File: src/rtl/uniform_rng_scheduler_pkg.sv
// Shared types and constants for the uniform RNG scheduler: FSM states, LFSR polynomial,
// default seed and the range loaded at reset.
package rng_sched_pkg;

    typedef enum logic [1:0] {
        StIdle,
        StStep,
        StScale,
        StDone
    } state_e;

    // x^32 + x^22 + x^2 + x + 1, Galois form
    localparam logic [31:0] LfsrMask    = 32'h0040_0007;
    localparam logic [31:0] SeedDefault = 32'h0000_0002;

    localparam int RangeLoRst = -2;
    localparam int RangeHiRst = 2;

    function automatic logic [31:0] lfsr_step(input logic [31:0] lfsr);
        return {lfsr[30:0], 1'b0} ^ (lfsr[31] ? LfsrMask : 32'h0);
    endfunction

endpackage

File: src/rtl/uniform_rng_scheduler_if.sv
// Request/grant, sample and configuration signals of the RNG scheduler. The scheduler
// is the slave; requesters and the configuration bus together act as the master.
interface uniform_rng_scheduler_if #(
    parameter int unsigned NUM_REQ = 4,
    parameter int unsigned DATA_W  = 16
);

    logic [NUM_REQ-1:0]       req_i;
    logic [NUM_REQ-1:0]       gnt_o;
    logic signed [DATA_W-1:0] rnd_o;
    logic                     rnd_valid_o;
    logic                     cfg_wr_i;
    logic signed [DATA_W-1:0] cfg_lo_i;
    logic signed [DATA_W-1:0] cfg_hi_i;
    logic                     cfg_err_o;
    logic                     seed_wr_i;
    logic [31:0]              seed_i;
    logic                     busy_o;

    modport slave (
        input  req_i,
        input  cfg_wr_i,
        input  cfg_lo_i,
        input  cfg_hi_i,
        input  seed_wr_i,
        input  seed_i,
        output gnt_o,
        output rnd_o,
        output rnd_valid_o,
        output cfg_err_o,
        output busy_o
    );

    modport master (
        output req_i,
        output cfg_wr_i,
        output cfg_lo_i,
        output cfg_hi_i,
        output seed_wr_i,
        output seed_i,
        input  gnt_o,
        input  rnd_o,
        input  rnd_valid_o,
        input  cfg_err_o,
        input  busy_o
    );

endinterface

File: src/rtl/uniform_rng_scheduler_arb.sv
// Combinational round-robin pick: first asserted request at or above the pointer,
// wrapping back to index 0.
module rng_rr_arbiter #(
    parameter int unsigned N    = 4,
    parameter int unsigned IdxW = $clog2(N)
) (
    input  logic [N-1:0]    i_req,
    input  logic [IdxW-1:0] i_p,
    output logic [N-1:0]    o_win_oh,
    output logic [IdxW-1:0] o_win_idx,
    output logic            o_any
);

    logic [IdxW-1:0] w_j;
    logic            w_found;

    always_comb begin
        o_win_oh  = '0;
        o_win_idx = '0;
        w_found   = 1'b0;
        w_j       = '0;
        for (int unsigned i = 0; i < N; i++) begin
            w_j = IdxW'((32'(i_p) + i) % N);
            if (!w_found && i_req[w_j]) begin
                o_win_oh[w_j] = 1'b1;
                o_win_idx     = w_j;
                w_found       = 1'b1;
            end
        end
    end

    assign o_any = |i_req;

endmodule

File: src/rtl/uniform_rng_scheduler.sv
// Shared uniform RNG: round-robin arbitration over NUM_REQ requesters, one scaled LFSR
// sample per grant, with the range captured from the shadow registers at arbitration.
module uniform_rng_scheduler
    import rng_sched_pkg::*;
#(
    parameter int unsigned NUM_REQ   = 4,
    parameter int unsigned DATA_W    = 16,
    parameter logic [31:0] SEED_INIT = SeedDefault
) (
    input logic                    clk,
    input logic                    rst_n,
    uniform_rng_scheduler_if.slave bus
);

    localparam int unsigned IdxW  = $clog2(NUM_REQ);
    localparam int unsigned SpanW = DATA_W + 1;
    localparam int unsigned ProdW = 2 * DATA_W + 1;

    state_e                   r_state;
    logic [31:0]              r_lfsr;
    logic [IdxW-1:0]          r_ptr;
    logic [IdxW-1:0]          r_owner;
    logic [NUM_REQ-1:0]       r_owner_oh;
    logic signed [DATA_W-1:0] r_sh_lo;
    logic signed [DATA_W-1:0] r_sh_hi;
    logic signed [DATA_W-1:0] r_act_lo;
    logic signed [DATA_W-1:0] r_act_hi;
    logic signed [DATA_W-1:0] r_rnd;
    logic [NUM_REQ-1:0]       r_gnt;
    logic                     r_valid;
    logic                     r_cfg_err;

    logic [NUM_REQ-1:0]       w_win_oh;
    logic [IdxW-1:0]          w_win_idx;
    logic                     w_win_any;

    logic signed [SpanW-1:0]  w_lo_ext;
    logic signed [SpanW-1:0]  w_hi_ext;
    logic [SpanW-1:0]         w_span;
    logic [DATA_W-1:0]        w_r;
    logic [ProdW-1:0]         w_prod;
    logic [SpanW-1:0]         w_offset;
    logic signed [SpanW-1:0]  w_sum;
    logic signed [DATA_W-1:0] w_result;
    logic [IdxW-1:0]          w_ptr_next;

    rng_rr_arbiter #(
        .N    (NUM_REQ),
        .IdxW (IdxW)
    ) u_arb (
        .i_req     (bus.req_i),
        .i_p       (r_ptr),
        .o_win_oh  (w_win_oh),
        .o_win_idx (w_win_idx),
        .o_any     (w_win_any)
    );

    // One extra bit keeps the full-range span (2^DATA_W) and the sum from overflowing;
    // offset < span, so lo + offset never leaves [lo, hi].
    assign w_lo_ext   = {r_act_lo[DATA_W-1], r_act_lo};
    assign w_hi_ext   = {r_act_hi[DATA_W-1], r_act_hi};
    assign w_span     = $unsigned(w_hi_ext - w_lo_ext) + SpanW'(1);
    assign w_r        = r_lfsr[31 -: DATA_W];
    assign w_prod     = ProdW'(w_r) * ProdW'(w_span);
    assign w_offset   = SpanW'(w_prod >> DATA_W);
    assign w_sum      = w_lo_ext + $signed(w_offset);
    assign w_result   = DATA_W'(w_sum);

    assign w_ptr_next = (r_owner == IdxW'(NUM_REQ - 1)) ? '0 : r_owner + IdxW'(1);

    always_ff @(posedge clk or negedge rst_n) begin
        if (!rst_n) begin
            r_state    <= StIdle;
            r_lfsr     <= SEED_INIT;
            r_ptr      <= '0;
            r_owner    <= '0;
            r_owner_oh <= '0;
            r_sh_lo    <= DATA_W'(RangeLoRst);
            r_sh_hi    <= DATA_W'(RangeHiRst);
            r_act_lo   <= DATA_W'(RangeLoRst);
            r_act_hi   <= DATA_W'(RangeHiRst);
            r_rnd      <= '0;
            r_gnt      <= '0;
            r_valid    <= 1'b0;
            r_cfg_err  <= 1'b0;
        end else begin
            r_gnt   <= '0;
            r_valid <= 1'b0;

            // Shadow only; a draw in flight keeps the range it latched at arbitration
            if (bus.cfg_wr_i) begin
                if (bus.cfg_lo_i > bus.cfg_hi_i) begin
                    r_cfg_err <= 1'b1;
                end else begin
                    r_sh_lo   <= bus.cfg_lo_i;
                    r_sh_hi   <= bus.cfg_hi_i;
                    r_cfg_err <= 1'b0;
                end
            end

            unique case (r_state)
                StIdle: begin
                    if (bus.seed_wr_i) begin
                        r_lfsr <= (bus.seed_i == 32'h0) ? SEED_INIT : bus.seed_i;
                    end else if (w_win_any) begin
                        r_owner    <= w_win_idx;
                        r_owner_oh <= w_win_oh;
                        r_act_lo   <= r_sh_lo;
                        r_act_hi   <= r_sh_hi;
                        r_state    <= StStep;
                    end
                end
                StStep: begin
                    r_lfsr  <= lfsr_step(r_lfsr);
                    r_state <= StScale;
                end
                StScale: begin
                    r_rnd   <= w_result;
                    r_gnt   <= r_owner_oh;
                    r_valid <= 1'b1;
                    r_state <= StDone;
                end
                StDone: begin
                    r_ptr   <= w_ptr_next;
                    r_state <= StIdle;
                end
                default: r_state <= StIdle;
            endcase
        end
    end

    assign bus.gnt_o       = r_gnt;
    assign bus.rnd_o       = r_rnd;
    assign bus.rnd_valid_o = r_valid;
    assign bus.cfg_err_o   = r_cfg_err;
    assign bus.busy_o      = (r_state != StIdle);

endmodule
File: src/flat_wrapper.sv
// flat-port wrapper written by rule: the top's interface ports become plain ports
module uniform_rng_scheduler_flat import rng_sched_pkg::*;
#(
    parameter int unsigned NUM_REQ   = 4,
    parameter int unsigned DATA_W    = 16,
    parameter logic [31:0] SEED_INIT = SeedDefault
)
  (clk, rst_n, bus_req_i, bus_cfg_wr_i, bus_cfg_lo_i, bus_cfg_hi_i, bus_seed_wr_i, bus_seed_i, bus_gnt_o, bus_rnd_o, bus_rnd_valid_o, bus_cfg_err_o, bus_busy_o);
  uniform_rng_scheduler_if #(.NUM_REQ(NUM_REQ), .DATA_W(DATA_W)) bus_i ();
  input logic clk;
  input logic rst_n;
  input wire logic [$bits(bus_i.req_i)-1:0] bus_req_i;
  input wire logic [$bits(bus_i.cfg_wr_i)-1:0] bus_cfg_wr_i;
  input wire logic [$bits(bus_i.cfg_lo_i)-1:0] bus_cfg_lo_i;
  input wire logic [$bits(bus_i.cfg_hi_i)-1:0] bus_cfg_hi_i;
  input wire logic [$bits(bus_i.seed_wr_i)-1:0] bus_seed_wr_i;
  input wire logic [$bits(bus_i.seed_i)-1:0] bus_seed_i;
  output wire logic [$bits(bus_i.gnt_o)-1:0] bus_gnt_o;
  output wire logic [$bits(bus_i.rnd_o)-1:0] bus_rnd_o;
  output wire logic [$bits(bus_i.rnd_valid_o)-1:0] bus_rnd_valid_o;
  output wire logic [$bits(bus_i.cfg_err_o)-1:0] bus_cfg_err_o;
  output wire logic [$bits(bus_i.busy_o)-1:0] bus_busy_o;
  assign bus_i.req_i = bus_req_i;
  assign bus_i.cfg_wr_i = bus_cfg_wr_i;
  assign bus_i.cfg_lo_i = bus_cfg_lo_i;
  assign bus_i.cfg_hi_i = bus_cfg_hi_i;
  assign bus_i.seed_wr_i = bus_seed_wr_i;
  assign bus_i.seed_i = bus_seed_i;
  assign bus_gnt_o = bus_i.gnt_o;
  assign bus_rnd_o = bus_i.rnd_o;
  assign bus_rnd_valid_o = bus_i.rnd_valid_o;
  assign bus_cfg_err_o = bus_i.cfg_err_o;
  assign bus_busy_o = bus_i.busy_o;
  uniform_rng_scheduler #(.NUM_REQ(NUM_REQ), .DATA_W(DATA_W), .SEED_INIT(SEED_INIT)) u_core (.clk(clk), .rst_n(rst_n), .bus(bus_i));
endmodule
File: config.mk
export PLATFORM = sky130hd
export DESIGN_NAME = uniform_rng_scheduler_flat
export DESIGN_NICKNAME = d
export VERILOG_FILES = /design/src/rtl/uniform_rng_scheduler_pkg.sv /design/src/rtl/uniform_rng_scheduler_if.sv /design/src/rtl/uniform_rng_scheduler_arb.sv /design/src/rtl/uniform_rng_scheduler.sv /design/src/flat_wrapper.sv
export SDC_FILE = /design/constraint.sdc
export NUM_CORES = 1
export LEC_CHECK = 0
export ABC_AREA = 1
export BUFFER_PORTS_ARGS = -buffer_cell sky130_fd_sc_hd__buf_2
export CORE_MARGIN = 2
export CORE_UTILIZATION = 58
export CTS_CLUSTER_SIZE = 10
export DETAILED_ROUTE_END_ITERATION = 7
export PLACE_DENSITY_LB_ADDON = 0.1
export SYNTH_ARGS = -nofsm -noshare
export SYNTH_HDL_FRONTEND = slang
export SYNTH_SLANG_ARGS = --single-unit
export TNS_END_PERCENT = 100
File: constraint.sdc
create_clock -name clk -period 7.88 [get_ports clk]
set_input_delay 0.394 -clock clk [delete_from_list [all_inputs] [get_ports clk]]
set_output_delay 0.394 -clock clk [all_outputs]
set_load 0.05 [all_outputs]
==> impl_metrics.env, run 1 <==
export IMPL_worstPathRequired_ps=8170
export IMPL_async_flop_share_pct=100
export IMPL_die_y_um=172
export IMPL_final_hold_viol_count=0
export IMPL_rsz0062_at_grt="true"
export IMPL_yosysMostFrequentCell="nand2_1"
export IMPL_drc_errors=0
export IMPL_netlist_area_mm2=0.0164
export IMPL_antenna_found_initial=0
export IMPL_post_drt_wl_per_cell_um=17.5
export IMPL_r2r_slack_ps=-500
export IMPL_nNetsFinal=2852
export IMPL_finalMaxSlewViolations=0
export IMPL_synthTopCellsByArea="fa_1, dfrtp_1, ha_1, nand2_1, inv_1"
export IMPL_slew_headroom_pct=31.4
export IMPL_fillerInstances=2058
export IMPL_hp_class="in2async"
export IMPL_setup_ws_ps=-499
export IMPL_first_pass_iters=5
export IMPL_worstSetupStartpointType="register"
export IMPL_crit_top_cell="fa_1"
export IMPL_crit_path_max_incr_delay_ps=540
export IMPL_slowest_stage="fa_1"
export IMPL_num_antenna_cells=0
export IMPL_drt_iter0_markers=996
export IMPL_r2r_end="u_core.bus.rnd_o[6]$_DFFE_PN0P_"
export IMPL_cp_max_fo=4
export IMPL_cts_max_path_buffers=2
export IMPL_arrival_ps=8670
export IMPL_grt_pass1_vias=14717
export IMPL_htreeDepth=4
export IMPL_crit_buf_inv=12
export IMPL_ant_nets=0
export IMPL_portBuffers=94
export IMPL_grt_max_degree=78
export IMPL_dp_hpwl_um=37600
export IMPL_cts_tree="yes"
export IMPL_path_class="reg2reg"
export IMPL_worst_r2r_path_depth=43
export IMPL_ys_warn_count=0
export IMPL_ys_types=54
export IMPL_drive_above_1_share_pct=28.6
export IMPL_synthesis_nets=2530
export IMPL_postCtsHoldBufs=0
export IMPL_root_buffer="clkbuf_16"
export IMPL_areaGrowthSynthToFinish_pct=28.2
export IMPL_chipWidth_um=172
export IMPL_end_kind="register"
export IMPL_setup_viol=12
export IMPL_clk_latency_ps=450
export IMPL_synth_common_cells="nand2_1, inv_1, fa_1"
export IMPL_gr_usage_all_layers_pct=33.8
export IMPL_boundaryPins=95
export IMPL_failed_checks="negative setup slack"
export IMPL_clock_sinks=128
export IMPL_cap_violations=0
export IMPL_max_freq_ghz=0.119
export IMPL_cts_clk_slew_worst_paths_ps=70
export IMPL_cts_buffers=17
export IMPL_overflow=0
export IMPL_place_congestion=0.994
export IMPL_die_area_mm2=0.0295
export IMPL_wl_um=48800
export IMPL_finClkSkew_ps=9.06
export IMPL_synth_cells=2078
export IMPL_grt_pass1_wl_um=76200
export IMPL_worstMarginPinSlew_ps=1030
export IMPL_via_count=14897
export IMPL_avgSynthCellArea_um2=7.87
export IMPL_synth_top_area_share_pct=25.5
export IMPL_core_mm2=0.0278
export IMPL_pre_cts_ws_ps=-649
export IMPL_holdWs_ps=89.6
export IMPL_fin_crit_sh_pct=106
export IMPL_start_util_pct=58.9
export IMPL_seq_area_frac_synth_pct=19.8
export IMPL_vias_per_cell=5.34
export IMPL_synth_top_area_cell="fa_1"
export IMPL_synth_edf_count=0
export IMPL_finalCriticalPeriod_ps=8380
export IMPL_synthFlopType="dfrtp_1"
export IMPL_num_rows=61
export IMPL_critical_path_top_delay_family="adder cells"
export IMPL_reg2reg_from="u_core.r_act_hi[1]$_DFFE_PN1P_"
export IMPL_status="complete, but fails checks"
export IMPL_ys_ff_latch=128
[worst register-to-register path, delay by kind of cell (launching register included)]
kind | cells | cell delay [ps]
and+or+nand+nor | 11 | 1000
xor gates and xnor gates | 2 | 280
adders and majority gates | 12 | 4640
AOI/OAI and AO/OA | 6 | 1060
buffers and inverters | 12 | 720
DFF | 1 | 530
[layer usage]
metal  GRT usage [%]  vias up  wire length, um
met5               0        -                0
met4            16.0        0             2670
met3            6.48      159             3260
met2            57.6      545            24100
met1            41.6     7204            18800
li1                -     6989                -
[timing repair]
action,4_1_cts,5_1_grt
resized for setup,84,154
buffers inserted,19,26
pin swaps,68,86
setup endpoints to repair,13,15
[layout by cell type (no fill, tap or decap), types with 7 or more instances in the layout]
| cell | count |
|---|---|
| a21oi_1 | 37 |
| a21oi_2 | 17 |
| a21oi_4 | 9 |
| a31oi_1 | 16 |
| buf_2 | 93 |
| buf_4 | 263 |
| buf_6 | 12 |
| clkbuf_16 | 17 |
| dfrtp_1 | 95 |
| dfstp_2 | 33 |
| fa_1 | 196 |
| fa_2 | 12 |
| ha_1 | 138 |
| ha_4 | 31 |
| inv_1 | 385 |
| inv_2 | 31 |
| inv_6 | 8 |
| nand2_1 | 481 |
| nand2_2 | 51 |
| nand2_4 | 10 |
| nand3_1 | 59 |
| nand3_2 | 11 |
| nor2_1 | 137 |
| nor2_2 | 12 |
| nor4_1 | 7 |
| o21ai_0 | 89 |
| o21ai_1 | 7 |
| o21ai_2 | 11 |
| or2_2 | 8 |
| or2_4 | 7 |
| xnor2_1 | 7 |
| xor2_1 | 15 |
[how the worst max path moves through the flow]
stage / cells past startpoint / slack [ps] / end / startpoint
floorplan: 49 / 3 / u_core.bus.rnd_o[14]$_DFFE_PN0P_ / u_core.r_act_lo[6]$_DFFE_PN1P_
CTS: 45 / -450 / u_core.bus.rnd_o[14]$_DFFE_PN0P_ / u_core.r_act_hi[1]$_DFFE_PN1P_
global route: 44 / -790 / u_core.bus.rnd_o[10]$_DFFE_PN0P_ / u_core.r_act_lo[6]$_DFFE_PN1P_
finish: 43 / -500 / u_core.bus.rnd_o[6]$_DFFE_PN0P_ / u_core.r_act_hi[1]$_DFFE_PN1P_
global placement: 41 / -540 / u_core.bus.rnd_o[14]$_DFFE_PN0P_ / u_core.r_act_hi[1]$_DFFE_PN1P_
detailed placement: 41 / -650 / u_core.bus.rnd_o[11]$_DFFE_PN0P_ / u_core.r_act_hi[1]$_DFFE_PN1P_
[metrics by stage]
step / cell area (um^2) / utilization [%] / cells / TNS, ps
floorplan: 16700 / - / 2078 / 0
global placement: 19100 / 68.8 / 2714 / -4130
detailed placement: 19100 / 68.8 / 2714 / -5670
CTS: 20200 / 72.7 / 2765 / -3000
global route: 21000 / 75.5 / 2791 / -7460
finish: 21000 / 75.5 / 2791 / -3750
[state kept, by name, summed over array words and instances, names as in the netlist]
signal and count:
u_core.bus.cfg_err_o 1, u_core.r_owner_oh 4, u_core.r_lfsr 32, u_core.r_act_lo 16, u_core.r_sh_lo 16, u_core.r_ptr 2
u_core.bus.gnt_o 4, u_core.r_state 2, u_core.r_sh_hi 16, u_core.r_owner 2, u_core.bus.rnd_valid_o 1, u_core.r_act_hi 16
u_core.bus.rnd_o 16
[layout make-up]
cell class | instances | area [um^2] | share of cell area, %
inverters | 426 | 1630 | 7.78
clock buffers | 18 | 429 | 2.05
multi-input cells | 1458 | 12400 | 59.3
clock inverters | 14 | 168 | 0.800
well taps | 378 | 473 | 2.26
repair buffers | 369 | 2590 | 12.4
flip-flops and latches | 128 | 3240 | 15.5
[logic make-up (layout without fill, tap and decap cells)]
logic type | after synthesis | in the layout | share of synthesized area, %
AOI/OAI and AO/OA | 227 | 227 | 7.85
buffers and inverters | 492 | 827 | 11.6
xor gates and xnor gates | 29 | 29 | 1.60
and+or+nand+nor | 822 | 822 | 20.5
DFF | 128 | 128 | 19.8
adders and majority gates | 380 | 380 | 38.6
Power of run 1 is not shown: default switching activity piles up to over one toggle a cycle in this logic, so the estimate is an artifact.
==> run 2, diff against run 1 <==
--- a/config.mk
+++ b/config.mk
@@ -12,6 +12,7 @@
 export CTS_CLUSTER_SIZE = 10
 export DETAILED_ROUTE_END_ITERATION = 7
 export PLACE_DENSITY_LB_ADDON = 0.1
+export SETUP_SLACK_MARGIN = 0.5
 export SYNTH_ARGS = -nofsm -noshare
 export SYNTH_HDL_FRONTEND = slang
 export SYNTH_SLANG_ARGS = --single-unit
==> impl_metrics.env, run 2 (synthesis gave the netlist of run 1 again) <==
export IMPL_reg2reg_from="u_core.r_act_lo[3]$_DFFE_PN1P_"
export IMPL_cp_max_fo=4
export IMPL_final_cell_area_mm2=0.0209
export IMPL_post_drt_wl_per_cell_um=16.9
export IMPL_antenna_found_initial=0
export IMPL_slew_headroom_pct=37.3
export IMPL_finalCriticalPeriod_ps=8450
export IMPL_regMostFlops="u_core.r_lfsr"
export IMPL_failed_checks="negative setup slack"
export IMPL_cap_violations=0
export IMPL_vias_per_cell=5.29
export IMPL_start_util_pct=58.9
export IMPL_via_count=14681
export IMPL_post_dp_cell_area_mm2=0.0191
export IMPL_place_congestion=1.01
export IMPL_place_inst=2703
export IMPL_worstMarginPinSlew_ps=934
export IMPL_gr_usage_all_layers_pct=32.4
export IMPL_fin_crit_sh_pct=107
export IMPL_core_mm2=0.0278
export IMPL_cts_buffers=17
export IMPL_finalSetupTns_ps=-3950
export IMPL_grt_pass1_vias=14527
export IMPL_num_antenna_cells=0
export IMPL_finalMaxSlewViolations=0
export IMPL_die_y_um=172
export IMPL_grt_pass1_wl_um=73800
export IMPL_largest_reg_flops=32
export IMPL_hp_class="in2async"
export IMPL_nNetsFinal=2837
export IMPL_clk_latency_ps=440
export IMPL_layout_commonest_cell="nand2_1"
export IMPL_crit_top_cell="inv_2"
export IMPL_grt_max_degree=68
export IMPL_final_hold_viol_count=0
export IMPL_wl_um=47000
export IMPL_arrival_ps=8770
export IMPL_max_freq_ghz=0.118
export IMPL_cts_tree="yes"
export IMPL_setup_ws_ps=-574
export IMPL_r2r_slack_ps=-570
export IMPL_drc_errors=0
export IMPL_ant_nets=0
export IMPL_chipWidth_um=172
export IMPL_portBuffers=94
export IMPL_drive_above_1_share_pct=28.0
export IMPL_setup_viol=10
export IMPL_rsz0062_at_grt="true"
export IMPL_die_area_mm2=0.0295
export IMPL_dp_hpwl_um=36900
export IMPL_holdWs_ps=58.6
export IMPL_drt_iter0_markers=1008
export IMPL_first_pass_iters=6
export IMPL_cts_max_path_buffers=2
export IMPL_worstPathRequired_ps=8200
export IMPL_cts_clk_slew_worst_paths_ps=60
export IMPL_cp_startpoint="u_core.r_act_lo[3]$_DFFE_PN1P_"
export IMPL_num_rows=61
export IMPL_worstSetupStartpointType="register"
export IMPL_path_class="reg2reg"
export IMPL_mostFrequentLayoutCells="nand2_1, inv_1, buf_4"
export IMPL_boundaryPins=95
export IMPL_finClkSkew_ps=13.9
export IMPL_htreeDepth=4
export IMPL_crit_path_max_incr_delay_ps=560
export IMPL_fin_cells=2776
export IMPL_clock_sinks=128
export IMPL_overflow=0
export IMPL_slowest_stage="fa_1"
export IMPL_root_buffer="clkbuf_16"
export IMPL_status="complete, but fails checks"
export IMPL_end_kind="register"
export IMPL_areaGrowthSynthToFinish_pct=27.5
run 2: per-layer routing:
metal  track usage [%]  part of all wire (%)
met5                 0                     0
met3              4.81                   6.0
met4              11.8                   4.3
met1              40.6                    40
met2              57.1                    50
run 2: path summary, 6_finish.rpt:
| path | end | cells past startpoint |
|---|---|---|
| max | u_core.bus.rnd_o[14]$_DFFE_PN0P_ | 47 |
| min | u_core.bus.gnt_o[0]$_DFF_PN0_ | 1 |
| max reg2reg | u_core.bus.rnd_o[14]$_DFFE_PN0P_ | 47 |
| min reg2reg | u_core.r_sh_lo[4]$_DFFE_PN1P_ | 2 |
| max in group asynchronous | u_core.r_lfsr[22]$_DFFE_PN0P_ | 2 |
| min in group clk | u_core.r_sh_lo[8]$_DFFE_PN1P_ | 3 |
run 2: cell type report:
type,instances,area [um^2]
repair buffers,354,2500
well taps,378,473
multi-input cells,1458,12400
fillers,2067,6930
inverters,426,1630
clock buffers,18,429
clock inverters,14,180
flip-flops and latches,128,3240
run 2: critical path, delay by kind of cell, from the launching register on:
family	cells	cell delay (ps)
simple gates	24	2640
flops	1	530
xor+xnor	1	190
buf+inv	9	620
fa+ha+maj	10	4050
compound gates	3	280
run 2: per-stage QoR:
step / setup slack [ps] / utilization, %
2_1_floorplan: 18.4 / -
5_1_grt: -855 / 75.1
6_report: -574 / 75.1
3_3_place_gp: -360 / 68.8
4_1_cts: -318 / 73.8
3_5_place_dp: -549 / 68.8
run 2: timing repair:
item,4_1_cts,5_1_grt
pin swaps,97,50
hold buffers,0,0
gates resized for setup,147,72
setup endpoints to repair,15,16
buffers inserted,31,10
endpoints found under the hold margin,0,0
Power of run 2 is left out for the same reason.
